===== src/rtl/seg7_scan_driver_if.sv =====
// rtl/seg7_scan_driver_if.sv - control and display signal bundle for seg7_scan_driver
interface seg7_scan_driver_if #(
    parameter int NUM_DIGITS = 8
);
    logic                      enable;
    logic                      load;
    logic [4*NUM_DIGITS-1:0]   digits;
    logic [NUM_DIGITS-1:0]     dp;
    logic [NUM_DIGITS-1:0]     blank_mask;
    logic [NUM_DIGITS-1:0]     blink_mask;
    logic                      lz_suppress;
    logic [7:0]                seg;
    logic [NUM_DIGITS-1:0]     an;
    logic                      load_pending;
    logic                      frame_done;

    modport master (
        output enable, load, digits, dp, blank_mask, blink_mask, lz_suppress,
        input  seg, an, load_pending, frame_done
    );

    modport slave (
        input  enable, load, digits, dp, blank_mask, blink_mask, lz_suppress,
        output seg, an, load_pending, frame_done
    );
endinterface


===== src/rtl/seg7_scan_driver.sv =====
// rtl/seg7_scan_driver.sv - multiplexed 7-segment scanner with frame-synchronous double buffering
module seg7_scan_driver #(
    parameter int NUM_DIGITS   = 8,
    parameter int REFRESH_DIV  = 25000,
    parameter int BLINK_FRAMES = 64
) (
    input  logic                  clk,
    input  logic                  rst_n,
    seg7_scan_driver_if.slave     bus
);
    localparam int IDX_W = $clog2(NUM_DIGITS);
    localparam int PRE_W = $clog2(REFRESH_DIV);
    localparam int BLK_W = $clog2(BLINK_FRAMES + 1);
    localparam logic [PRE_W-1:0] PRE_MAX = PRE_W'(REFRESH_DIV - 1);
    localparam logic [IDX_W-1:0] IDX_MAX = IDX_W'(NUM_DIGITS - 1);
    localparam logic [BLK_W-1:0] BLK_MAX = BLK_W'(BLINK_FRAMES - 1);

    logic [PRE_W-1:0]        presc_q, presc_d;
    logic [IDX_W-1:0]        idx_q, idx_d;
    logic [BLK_W-1:0]        blink_cnt_q, blink_cnt_d;
    logic                    blink_phase_q, blink_phase_d;
    logic                    frame_done_q, frame_done_d;
    logic                    load_pending_q, load_pending_d;
    logic [4*NUM_DIGITS-1:0] shadow_digits_q, shadow_digits_d;
    logic [NUM_DIGITS-1:0]   shadow_dp_q, shadow_dp_d;
    logic [4*NUM_DIGITS-1:0] disp_digits_q, disp_digits_d;
    logic [NUM_DIGITS-1:0]   disp_dp_q, disp_dp_d;
    logic [7:0]              seg_q, seg_d;
    logic [NUM_DIGITS-1:0]   an_q, an_d;

    logic       tick;
    logic       frame_wrap;
    logic [3:0] nibble;
    logic       upper_zero;
    logic       blank;

    // Segment patterns g..a, active low; bit 7 (dp) is merged separately
    function automatic logic [6:0] decode(input logic [3:0] v);
        case (v)
            4'h0: decode = 7'h40;
            4'h1: decode = 7'h79;
            4'h2: decode = 7'h24;
            4'h3: decode = 7'h30;
            4'h4: decode = 7'h19;
            4'h5: decode = 7'h12;
            4'h6: decode = 7'h02;
            4'h7: decode = 7'h78;
            4'h8: decode = 7'h00;
            4'h9: decode = 7'h10;
            4'hA: decode = 7'h08;
            4'hB: decode = 7'h03;
            4'hC: decode = 7'h46;
            4'hD: decode = 7'h21;
            4'hE: decode = 7'h06;
            default: decode = 7'h0E;
        endcase
    endfunction

    always_comb begin
        presc_d         = presc_q;
        idx_d           = idx_q;
        blink_cnt_d     = blink_cnt_q;
        blink_phase_d   = blink_phase_q;
        load_pending_d  = load_pending_q;
        shadow_digits_d = shadow_digits_q;
        shadow_dp_d     = shadow_dp_q;
        disp_digits_d   = disp_digits_q;
        disp_dp_d       = disp_dp_q;

        tick         = (presc_q == PRE_MAX);
        frame_wrap   = tick && (idx_q == IDX_MAX);
        frame_done_d = frame_wrap;

        presc_d = tick ? '0 : presc_q + 1'b1;
        if (tick) begin
            idx_d = (idx_q == IDX_MAX) ? '0 : idx_q + 1'b1;
        end

        if (bus.load) begin
            shadow_digits_d = bus.digits;
            shadow_dp_d     = bus.dp;
        end

        // A load coinciding with the commit stays pending for the following frame
        if (frame_wrap && load_pending_q) begin
            disp_digits_d  = shadow_digits_q;
            disp_dp_d      = shadow_dp_q;
            load_pending_d = bus.load;
        end else if (bus.load) begin
            load_pending_d = 1'b1;
        end

        if (frame_wrap) begin
            if (blink_cnt_q == BLK_MAX) begin
                blink_cnt_d   = '0;
                blink_phase_d = ~blink_phase_q;
            end else begin
                blink_cnt_d = blink_cnt_q + 1'b1;
            end
        end

        nibble     = disp_digits_q[{idx_q, 2'b00} +: 4];
        upper_zero = 1'b1;
        for (int j = 0; j < NUM_DIGITS; j++) begin
            if (j >= int'(idx_q) && disp_digits_q[j*4 +: 4] != 4'h0) begin
                upper_zero = 1'b0;
            end
        end
        blank = bus.blank_mask[idx_q]
              | (bus.lz_suppress && (idx_q != '0) && upper_zero)
              | (blink_phase_q && bus.blink_mask[idx_q]);

        if (!bus.enable) begin
            an_d  = '1;
            seg_d = 8'hFF;
        end else begin
            an_d  = ~(NUM_DIGITS'(1) << idx_q);
            seg_d = blank ? 8'hFF : {~disp_dp_q[idx_q], decode(nibble)};
        end
    end

    always_ff @(posedge clk or negedge rst_n) begin
        if (!rst_n) begin
            presc_q         <= '0;
            idx_q           <= '0;
            blink_cnt_q     <= '0;
            blink_phase_q   <= 1'b0;
            frame_done_q    <= 1'b0;
            load_pending_q  <= 1'b0;
            shadow_digits_q <= '0;
            shadow_dp_q     <= '0;
            disp_digits_q   <= '0;
            disp_dp_q       <= '0;
            seg_q           <= 8'hFF;
            an_q            <= '1;
        end else begin
            presc_q         <= presc_d;
            idx_q           <= idx_d;
            blink_cnt_q     <= blink_cnt_d;
            blink_phase_q   <= blink_phase_d;
            frame_done_q    <= frame_done_d;
            load_pending_q  <= load_pending_d;
            shadow_digits_q <= shadow_digits_d;
            shadow_dp_q     <= shadow_dp_d;
            disp_digits_q   <= disp_digits_d;
            disp_dp_q       <= disp_dp_d;
            seg_q           <= seg_d;
            an_q            <= an_d;
        end
    end

    assign bus.seg          = seg_q;
    assign bus.an           = an_q;
    assign bus.load_pending = load_pending_q;
    assign bus.frame_done   = frame_done_q;
endmodule


===== src/flat_wrapper.sv =====
// flat-port wrapper written by rule: the top's interface ports become plain ports
module seg7_scan_driver_flat 
#(
    parameter int NUM_DIGITS   = 8,
    parameter int REFRESH_DIV  = 25000,
    parameter int BLINK_FRAMES = 64
)
  (clk, rst_n, bus_enable, bus_load, bus_digits, bus_dp, bus_blank_mask, bus_blink_mask, bus_lz_suppress, bus_seg, bus_an, bus_load_pending, bus_frame_done);
  seg7_scan_driver_if #(.NUM_DIGITS(NUM_DIGITS)) bus_i ();
  input  logic clk;
  input  logic rst_n;
  input wire logic [$bits(bus_i.enable)-1:0] bus_enable;
  input wire logic [$bits(bus_i.load)-1:0] bus_load;
  input wire logic [$bits(bus_i.digits)-1:0] bus_digits;
  input wire logic [$bits(bus_i.dp)-1:0] bus_dp;
  input wire logic [$bits(bus_i.blank_mask)-1:0] bus_blank_mask;
  input wire logic [$bits(bus_i.blink_mask)-1:0] bus_blink_mask;
  input wire logic [$bits(bus_i.lz_suppress)-1:0] bus_lz_suppress;
  output wire logic [$bits(bus_i.seg)-1:0] bus_seg;
  output wire logic [$bits(bus_i.an)-1:0] bus_an;
  output wire logic [$bits(bus_i.load_pending)-1:0] bus_load_pending;
  output wire logic [$bits(bus_i.frame_done)-1:0] bus_frame_done;
  assign bus_i.enable = bus_enable;
  assign bus_i.load = bus_load;
  assign bus_i.digits = bus_digits;
  assign bus_i.dp = bus_dp;
  assign bus_i.blank_mask = bus_blank_mask;
  assign bus_i.blink_mask = bus_blink_mask;
  assign bus_i.lz_suppress = bus_lz_suppress;
  assign bus_seg = bus_i.seg;
  assign bus_an = bus_i.an;
  assign bus_load_pending = bus_i.load_pending;
  assign bus_frame_done = bus_i.frame_done;
  seg7_scan_driver #(.NUM_DIGITS(NUM_DIGITS), .REFRESH_DIV(REFRESH_DIV), .BLINK_FRAMES(BLINK_FRAMES)) u_core (.clk(clk), .rst_n(rst_n), .bus(bus_i));
endmodule

===== config.mk =====
export PLATFORM = sky130hd
export DESIGN_NAME = seg7_scan_driver_flat
export DESIGN_NICKNAME = d
export VERILOG_FILES = /design/src/rtl/seg7_scan_driver_if.sv /design/src/rtl/seg7_scan_driver.sv /design/src/flat_wrapper.sv
export SDC_FILE = /design/constraint.sdc
export NUM_CORES = 1
export LEC_CHECK = 0
export CAP_MARGIN = 5
export CORE_MARGIN = 10
export CORE_UTILIZATION = 40
export CTS_CLUSTER_DIAMETER = 40
export DETAILED_ROUTE_END_ITERATION = 10
export PLACE_DENSITY_LB_ADDON = 0.2
export SKIP_LAST_GASP = 1
export SYNTH_ARGS = -nofsm -noshare
export SYNTH_HDL_FRONTEND = slang
export SYNTH_SLANG_ARGS = --single-unit

===== constraint.sdc =====
create_clock -name clk -period 3.05 [get_ports clk]
set_clock_uncertainty 0.15 [all_clocks]
set_input_delay 0.61 -clock clk [delete_from_list [all_inputs] [get_ports clk]]
set_output_delay 0.61 -clock clk [all_outputs]
set_load 0.02 [all_outputs]

* Word level (Yosys, flattened, before mapping)
Memories as Yosys holds them, arrays and structs flattened.
Index checks and enable logic that the tools add are counted.
** Storage, ports and cells
- Bits in writable memories :: 0
- Input bits :: 61
- Register bits after elaboration :: 124
- Memories kept :: 1
- Latch bits :: 0
- Memory bits (read-only) :: 112
- Word-level logic and storage cells :: 79
** Cells by class
- Muxes and demuxes :: 22
- Shift operators :: 2
- Add/subtract/negate cells :: 3
- Eq/ne operators :: 3
- Div/mod/pow operators :: 0
- Reductions and logical operators :: 23
- Multipliers :: 0
- Bitwise operators :: 5
- $lt $le $gt $ge :: 8
** Memory list
- (no name shown) :: depth 16, width 7, read ports 1, clocked after Yosys merged registers in 0, wr ports 0, line seg7_scan_driver.sv:39 : case (v)
** Operators by type and width (count)
- 4-bit nonzero test :: 8
- 32-bit by 6-bit variable part select with 4-bit output :: 1
- 8-bit 2-to-1 mux :: 3
- 15-bit by 1-bit adder with 15-bit output, second input constant :: 1
- 15-bit == test, second input constant :: 1
- 15-bit 2-to-1 mux :: 1
- 1-bit 2-to-1 mux :: 13
- 1-bit logical AND :: 12
- 1-bit binary-select mux with 3-bit select :: 3
- 3-bit >= comparator, first input constant :: 3
- 8-bit NOT :: 1
- 1-bit by 3-bit << shifter with 8-bit output, first input constant :: 1
- 7-bit by 1-bit adder with 7-bit output, second input constant :: 1
- 7-bit by 6-bit == test with 1-bit output, second input constant :: 1
- 7-bit 2-to-1 mux :: 1
- 1-bit by 3-bit >= comparator with 1-bit output, first input constant :: 2
- 2-bit by 3-bit >= comparator with 1-bit output, first input constant :: 2
- 3-bit by 4-bit < comparator with 1-bit output, second input constant :: 1
- 3-bit by 1-bit adder with 3-bit output, second input constant :: 1
- 3-bit == test, second input constant :: 1
- 3-bit 2-to-1 mux :: 1
- 3-bit nonzero test :: 1
- 1-bit NOT :: 2
- 1-bit OR :: 2
- other kinds (2) :: 2

* Logic depth before layout (Yosys ltp)
Gate-level depths: netlist (run 1).
- Word-level depth :: 15
- Depth in mapped cells :: 11
- Depth with buffers taken out :: 9

* Least setup slack after synthesis (run 1)
Ideal clock, no wire load.
- Path kind :: flip-flop to flip-flop
- Start point :: register u_core.idx_q[1]
- End point :: register u_core.seg_q[3], in the netlist u_core.bus.seg[3]
- Data arrival time :: 2.167 ns
- Path slack :: 0.654 ns
- Period minus slack after synthesis :: 2.396 ns
- Cell stages (with the launch flop) :: 9
- Setup time :: 0.079 ns
- Buffers on the path :: 2
- Cells stage by stage :: dfrtp_1 buf_2 buf_2 mux2_2 a311o_1 ha_1 mux2_2 o21ai_0 nand2_1
** On the way
- Longest elaborated chain between the ends :: 15
- Elaborated cells on any way between the ends :: 36
- Those cells by class :: order compare (7); shift (1); mux (14); bitwise (2); reduce/logical (11); memory (1)
** RTL lines
- start: declaration :: line seg7_scan_driver.sv:19 : logic [IDX_W-1:0] idx_q, idx_d;
- start signal: assignment :: line seg7_scan_driver.sv:138 : idx_q <= idx_d;
- 1-bit by 3-bit >= comparator with 1-bit output :: line seg7_scan_driver.sv:105 : if (j >= int'(idx_q) && disp_digits_q[j*4 +: 4] != 4'h0) begin
- 1-bit logical AND :: line seg7_scan_driver.sv:105
- 1-bit 2-to-1 mux (8 in series) :: line seg7_scan_driver.sv:105
- 1-bit logical AND :: line seg7_scan_driver.sv:110 : | (bus.lz_suppress && (idx_q != '0) && upper_zero)
- 1-bit OR :: line seg7_scan_driver.sv:110
- 1-bit OR :: line seg7_scan_driver.sv:111 : | (blink_phase_q && bus.blink_mask[idx_q]);
- 8-bit 2-to-1 mux * :: line seg7_scan_driver.sv:118 : seg_d = blank ? 8'hFF : {~disp_dp_q[idx_q], decode(nibble)};
- 8-bit 2-to-1 mux * :: line seg7_scan_driver.sv:113 : if (!bus.enable) begin
- named net u_core.seg_d[3] :: line seg7_scan_driver.sv:28 : logic [7:0] seg_q, seg_d;
- end signal: assignment :: line seg7_scan_driver.sv:147 : seg_q <= seg_d;
- end: declaration :: line seg7_scan_driver.sv:28
The timed path passes the listed nets; every way through them passes the cells marked *. The select of a mux whose other input is x is not followed.
A chain may end at the register's enable or synchronous reset.

* Worst setup path in the final report (run 1)
- Start point :: register u_core.idx_q[0]
- End point :: register u_core.seg_q[4], in the netlist u_core.bus.seg[4]
The elaborated chain is that of the path after synthesis.

==> results of run 1 <==
-- synth_stat cells, types with 5 or more instances --
library cell	instances	area [um^2]
nor4_1	5	31.3
mux2_4	40	601
o21ai_0	8	40.0
buf_6	7	78.8
dfstp_2	16	420
xnor2_1	8	70.1
dfrtp_1	108	2700
inv_1	8	30.0
nor2_1	15	56.3
ha_1	14	175
mux2i_1	10	100
nand3_1	12	60.1
xor2_1	8	70.1
mux2_2	42	473
nand2_1	30	113
mux4_2	12	270
and3_1	6	37.5
-- metrics by stage --
| step | cells | instance area (um^2) | setup WS (ps) |
|---|---|---|---|
| global route | 685 | 7290 | 273 |
| detailed placement | 655 | 6710 | 261 |
| global placement | 655 | 6710 | 282 |
| floorplan | 406 | 5760 | 654 |
| finish | 685 | 7290 | 437 |
| CTS | 685 | 7290 | 405 |
-- power groups by stage --
| stage | clock network, mW | logic [mW] | registers (mW) |
|---|---|---|---|
| 6_report | 1.98 | 0.208 | 1.74 |
| 5_1_grt | 2.11 | 0.228 | 1.75 |
| 4_1_cts | 2.02 | 0.214 | 1.74 |
| 3_5_place_dp | 0 | 0.213 | 1.77 |
| 3_3_place_gp | 0 | 0.209 | 1.77 |
| 2_1_floorplan | 0 | 0.0774 | 1.76 |
-- critical path: cells and delay by family, from the launching register on --
| family | cells | cell delay (ps) |
|---|---|---|
| buffers and inverters | 2 | 390 |
| adders and majority gates | 1 | 300 |
| DFF | 1 | 470 |
| and+or+nand+nor | 2 | 510 |
| AOI/OAI and AO/OA | 3 | 710 |
-- area by class of cell --
class	count	area, um^2	share of cell area, %
multi-input combinational	254	2460	33.8
timing repair buffer	88	861	11.8
clock inverter	8	118	1.61
clock buffer	22	464	6.36
sequential	124	3120	42.8
tap	180	225	3.09
inverter	9	38.8	0.532
-- state kept, by name (all words and copies together), names as in the netlist, 3 cells and up --
signal / count
u_core.disp_dp_q: 8
u_core.idx_q: 3
u_core.presc_q: 15
u_core.shadow_dp_q: 8
u_core.bus.an: 8
u_core.bus.seg: 8
u_core.disp_digits_q: 32
u_core.shadow_digits_q: 32
u_core.blink_cnt_q: 7
-- cell families (layout without fill, tap and decap cells) --
group,after synthesis,in the layout
compound gates,30,30
xor+xnor,16,16
fa+ha+maj,14,14
buf+inv,28,127
flops,124,124
mux,105,105
simple gates,89,89
-- final timing paths --
kind | end | slack [ps] | cells after the start
min in group clk | u_core.presc_q[0] | 310 | 1
worst max-delay path | u_core.bus.seg[4] | 440 | 8
worst min-delay path | u_core.blink_cnt_q[3] | 110 | 2
max in group asynchronous | u_core.disp_digits_q[2] | 2110 | 2
worst max register to register | u_core.bus.seg[4] | 440 | 8
worst min register to register | u_core.presc_q[0] | 310 | 1
-- routing by layer --
| metal | wire length (um) | vias to the layer above |
|---|---|---|
| met5 | 0 | - |
| met4 | 79 | 0 |
| met3 | 709 | 6 |
| met2 | 5190 | 84 |
| met1 | 5440 | 1746 |
| li1 | - | 1639 |
==> impl_results.md, run 1 <==
* Status: completed
* TritonCTS clock tree: done
* Yosys warns at 0
* Int Pwr at 3.15 mW
* Final period util at 85.7%
* RSZ-0062 raised after global routing: false
* Port Buffers at 78
* Largest net degree at the start of global routing at 125
* Slowest-stage cell, CP: dfrtp_1
* Vias at 3475
* Initial antenna violation count at 0
* Pre-antenna DRT Iters at 4
* Hold buffer count at cts at 0
* Setup TNS at 0 ps
* DRT antenna net count at 0
* Final core occ at 52.1%
* Leak pwr at 3.32 nW
* Mux cell area share after synthesis at 25.5%
* Commonest non-fill, non-tap cell in the layout: dfrtp_1
* Vias per cell at 5.07
* Final setup fails at 0
* Pins Over Slew Limit at 0
* Iteration-0 DRC count of the detailed router at 186
* WHS at 109 ps
* Post-synthesis cell count at 406
* Clk pwr share at 50.4%
* Max-Cap Viols at 0
* Number of synthesized flops with an enable pin at 0
* CP Capture Type: register
* Die Span Y at 140 um
* Post-synthesis sequential area ratio at 54.2%
* Relative slew margins at 48.6%
* Core Area at 14000 um^2
* GPL Wtd Cong at 0.800
* Ys async rst share at 100%
* Worst path arrival time at 2780 ps
* Overflow after GRT at 0
* Reg2reg start: u_core.idx_q[0]
* Clk sinks at 124
* Distinct cell type count after synthesis at 52
* GRT met3 Usage at 4.77%
* Root buffer cell: clkbuf_16
* Wire per inst at 16.7 um
* Pwr dens at 539 nW/um^2
* Critical path class: register to register
* Worst-margin pin slew at 771 ps
* Data required, critical path at 3220 ps
* H-Tree Depth at 4
* Overall power at 3.93 mW
* CTS Buffer Depth at 2
* Xor/xnor cell area share of the yosys netlist at 2.43%
* Reg power frac at 44.3%
* Met2 GRT Util at 17.5%
* Flops & latches, synth at 124
* Share of cells above drive strength 1 at 31.5%
* Critical Path Fanout Max at 12
* Post-DP HPWL at 8220 um
* Nets at 569
* Simple-Gate Fraction of Synth Area at 7.95%
* Largest family of logic cells by synthesized area: multiplexers
* Fill cells at 1201
* Post-synth top flop: dfrtp_1
* Crit path launch type: register
* Peak supply drop at 0.359 mV
* Compound-gate portion of the synthesized area at 3.89%
* Number of post-CTS setup repair buffers at 0
* GR Util met1 at 15.8%
* Detailed Route WL at 11400 um
* Worst skew pair latency at 410 ps
* Top Usage Layer GRT: met2
* Adder-Cell Fraction of Synth Area at 3.04%
* Combinational Power Share at 5.3%
* Post-CTS resize count at 0
* CP Launch Point: u_core.idx_q[0]
* IO Pins at 79
* FMAX at 0.383 GHz
* Row cnt at 43
* Inserted Clock Buffers at 17
* Min Tclk post-route at 2610 ps
* Mean Syn Cell Area at 14.2 um^2
* Worst-path cell chain: buf_4, inv_1, ha_1, o31a_1, a2111oi_2, nand4_1, and4_1, o221ai_1
* Commonest non-fill, non-tap cells in the layout: 108 x dfrtp_1, 76 x clkdlybuf4s50_1, 42 x mux2_2, 40 x mux2_4, 30 x nand2_1
* Total global-route track usage at 12.0%
* DR DRC count at 0
* Global-route wire length before repair at 19000 um
* Syn nets at 481
* Switch Pwr at 776 uW
* Starting Density at 41.2%
* CTS clk-pin slew, worst paths at 50 ps
* Die span in x at 140 um
* Area Growth Syn to Fin at 26.6%
* # diodes at 0
* Final Hold Vio Count at 0
* Synth Cell Area at 5760 um^2
* Die area at 19600 um^2
* Switching Fraction at 19.8%
* Crit-path max cell delay at 470 ps
* Vias in the first global route at 3659
* Hold Path Class: primary input to async pin
No activity file was read; power rests on OpenSTA's default activity.
==> run 2: changes to the inputs <==
- TNS_END_PERCENT: unset -> 5
==> results of run 2 <==
Final layout, timing and power as in run 1 (identical DEF).
==> edit, RTL diff (settings of run 2) <==
`BLINK_FRAMES` is set to 64 in 2 places; all go to 256.
--- a/src/rtl/seg7_scan_driver.sv
+++ b/src/rtl/seg7_scan_driver.sv
@@ -3,5 +3,5 @@
     parameter int NUM_DIGITS   = 8,
     parameter int REFRESH_DIV  = 25000,
-    parameter int BLINK_FRAMES = 64
+    parameter int BLINK_FRAMES = 256
 ) (
     input  logic                  clk,
--- a/src/flat_wrapper.sv
+++ b/src/flat_wrapper.sv
@@ -4,5 +4,5 @@
     parameter int NUM_DIGITS   = 8,
     parameter int REFRESH_DIV  = 25000,
-    parameter int BLINK_FRAMES = 64
+    parameter int BLINK_FRAMES = 256
 )
   (clk, rst_n, bus_enable, bus_load, bus_digits, bus_dp, bus_blank_mask, bus_blink_mask, bus_lz_suppress, bus_seg, bus_an, bus_load_pending, bus_frame_done);
Formal check against the unedited RTL: same outputs for any inputs over 10 cycles, from zero or initial values and one cycle with rst_n low; that may be too few to reach the edited logic, so the function may still have changed.
==> edit against run 2 <==
- area after synthesis up 1.4%
- worst hold slack lost 0.042 ns
- sequential cell count rose by 2
- setup slack worse by 0.096 ns
- power fell by 5.6%
- routed wire length rose by 5.5%
- count of clock-buffer cells in the layout up 4
- via count rose by 4.5%
- design area rose by 1.0%
- first-iteration DRC count grew 3.8%
- synthesized cell count grew 4.4%
- largest cell class unchanged
==> edit: results (changes against run 2) <==
| Item | Reported | Unit | vs run 2 |
|:---|:---|:---|:---|
| Antenna violations before repair | 0 | - | unchanged |
| Worst-case clock buffer depth | 2 | - | unchanged |
| Worst endpoint data arrival time | 2.85 | ns | +0.07 ns |
| Global Route Usage Sum | 0.127 | - | +0.00691 |
| Num CTS Buffers | 17 | - | unchanged |
| Sum of routed wire length over all layers | 12000 | um | +5.5% |
| WL met3 | 628 | um | -11% |
| Routed via count | 3633 | - | +4.5% |
| Count of buffers added by post-CTS timing repair for setup | 0 | - | unchanged |
| Final Slew Violations | 0 | - | unchanged |
| Final RePlAce weighted congestion | 0.816 | - | +2.0% |
| Number of port buffers | 78 | - | unchanged |
| Register-to-Register Path Depth | 8 | - | unchanged |
| # diodes | 0 | - | unchanged |
| Share of synthesized registers carrying an async set or reset | 1.00 | - | unchanged |
| Pin slew with the least headroom to its limit | 0.689 | ns | -0.0819 ns |
| Met1 routed wirelength after detailed routing | 5640 | um | +3.7% |
| Static power due to leakage | 3.34 | nW | +0.41% |
| Placement-stage worst setup slack | 0.202 | ns | -0.0591 ns |
| Most frequent cells after synthesis | sky130_fd_sc_hd__dfrtp_1, sky130_fd_sc_hd__mux2_2, sky130_fd_sc_hd__mux2_4 | - |  |
| Most area-consuming cells after synthesis | sky130_fd_sc_hd__dfrtp_1, sky130_fd_sc_hd__mux2_4, sky130_fd_sc_hd__mux2_2 | - |  |
| Met2 wire length | 5570 | um | +7.2% |
| Root Driver | sky130_fd_sc_hd__clkbuf_16 | - |  |
| Pint | 2.95 | mW | -6.4% |
| Share of cells above drive strength 1 | 0.295 | - | -0.0202 |
| Largest net degree at the start of global routing | 48 | - | -62% |
| Final Net Count | 592 | - | +4.0% |
| Iter 0 DRT Violations | 193 | - | +3.8% |
| Total number of H-tree levels | 4 | - | unchanged |
| Highest metal layer used by the detailed router | met4 | - |  |
| Largest registers | u_core.disp_digits_q: 32 flops, u_core.shadow_digits_q: 32 flops, u_core.presc_q: 15 flops | - |  |
| First-pass DRT Iterations | 4 | - | unchanged |
| Detail Placement HPWL | 8820 | um | +7.3% |
| First-pass GRT wire length | 20200 | um | +6.3% |
| Status | complete, no violations | - |  |
| Crit-path max FO | 24 | - | +12 |
| Highest ir drop seen on vdd | 365 | uV | +1.7% |
| Resize count post-CTS | 0 | - | unchanged |
| Seq/Total Area, Yosys | 0.543 | - | +0.000903 |
| Vias in the first global route | 3946 | - | +7.8% |
| Worst-path clk slew | 0.05 | ns | about the same |
| Post-Synthesis Net Count | 499 | - | +3.7% |
| Number of synthesis warnings | 0 | - | unchanged |
| Clock latency of the later-clocked register in the worst-skew pair | 0.41 | ns | about the same |
| Fill cell total of the finished layout | 1251 | - | +4.2% |
| Hold Buf Count CTS | 0 | - | unchanged |
| Library cells used by synthesis | 44 | - | -15% |
| Kind of path behind the tightest hold check | input pin to async pin | - |  |
| Number of synthesized flops with an enable pin | 0 | - | unchanged |
[edit: area by class of cell]
cell class,instances,area [um2],area share
Timing Repair Buffer,90,888,0.121
Clock buffer,26,489,0.0664
Inverter,12,46.3,0.00628
Tap cell,184,230,0.0312
Sequential cell,126,3170,0.431
Multi-Input combinational cell,270,2530,0.344
Clock inverter,2,10.0,0.00136
[edit: kinds of logic (layout without fill, tap and decap cells)]
family	after synthesis	after routing	synth area share
fa+ha+maj	14	14	0.0300
simple gates	97	97	0.0882
flops	126	126	0.543
compound gates	37	37	0.0405
xor+xnor	16	16	0.0240
buf+inv	28	130	0.0238
mux	106	106	0.251
[edit: worst max-delay path, cell delays in order, from the launching register on]
cell and delay (ns):
sky130_fd_sc_hd__dfrtp_1 0.41, sky130_fd_sc_hd__ha_1 0.28, sky130_fd_sc_hd__or4bb_1 0.47, sky130_fd_sc_hd__nor4_4 0.23, sky130_fd_sc_hd__nand2_4 0.13, sky130_fd_sc_hd__clkinv_2 0.16, sky130_fd_sc_hd__nand2_4 0.18, sky130_fd_sc_hd__buf_12 0.24
sky130_fd_sc_hd__mux2_4 0.31
[edit: worst paths after layout]
| path | from | endpoint | slack (ns) |
|---|---|---|---|
| worst max-delay path | u_core.presc_q[0] | u_core.disp_digits_q[7] | 0.34 |
| max in group asynchronous | rst_n | u_core.bus.seg[4] | 1.88 |
| min in group clk | u_core.blink_cnt_q[8] | u_core.blink_cnt_q[8] | 0.33 |
| worst min register to register | u_core.blink_cnt_q[8] | u_core.blink_cnt_q[8] | 0.33 |
| worst min-delay path | rst_n | u_core.blink_cnt_q[4] | 0.07 |
| worst max register to register | u_core.presc_q[0] | u_core.disp_digits_q[7] | 0.34 |
[edit: power groups by stage]
stage               Combinational (mW)  Clock (mW)  Sequential [mW]
finish                           0.212        1.73             1.77
detailed placement               0.217           0             1.80
floorplan                       0.0759           0             1.79
global route                     0.233        1.85             1.78
global placement                 0.212           0             1.79
CTS                              0.218        1.77             1.77
[edit: layer usage]
metal / vias up / GRT usage
met5: - / 0
met4: 0 / 0.0538
met3: 17 / 0.0447
met2: 73 / 0.193
met1: 1834 / 0.159
li1: 1709 / -
[edit: metrics by stage]
stage	total power, mW	cells	utilization	hold slack, ns	cell area, um2
floorplan	1.87	424	-	0.164	5840
global placement	2.01	682	0.476	0.318	6870
detailed placement	2.01	682	0.476	0.318	6870
CTS	3.76	710	0.511	0.0807	7370
global route	3.86	710	0.511	0.110	7370
finish	3.71	710	0.511	0.0668	7370
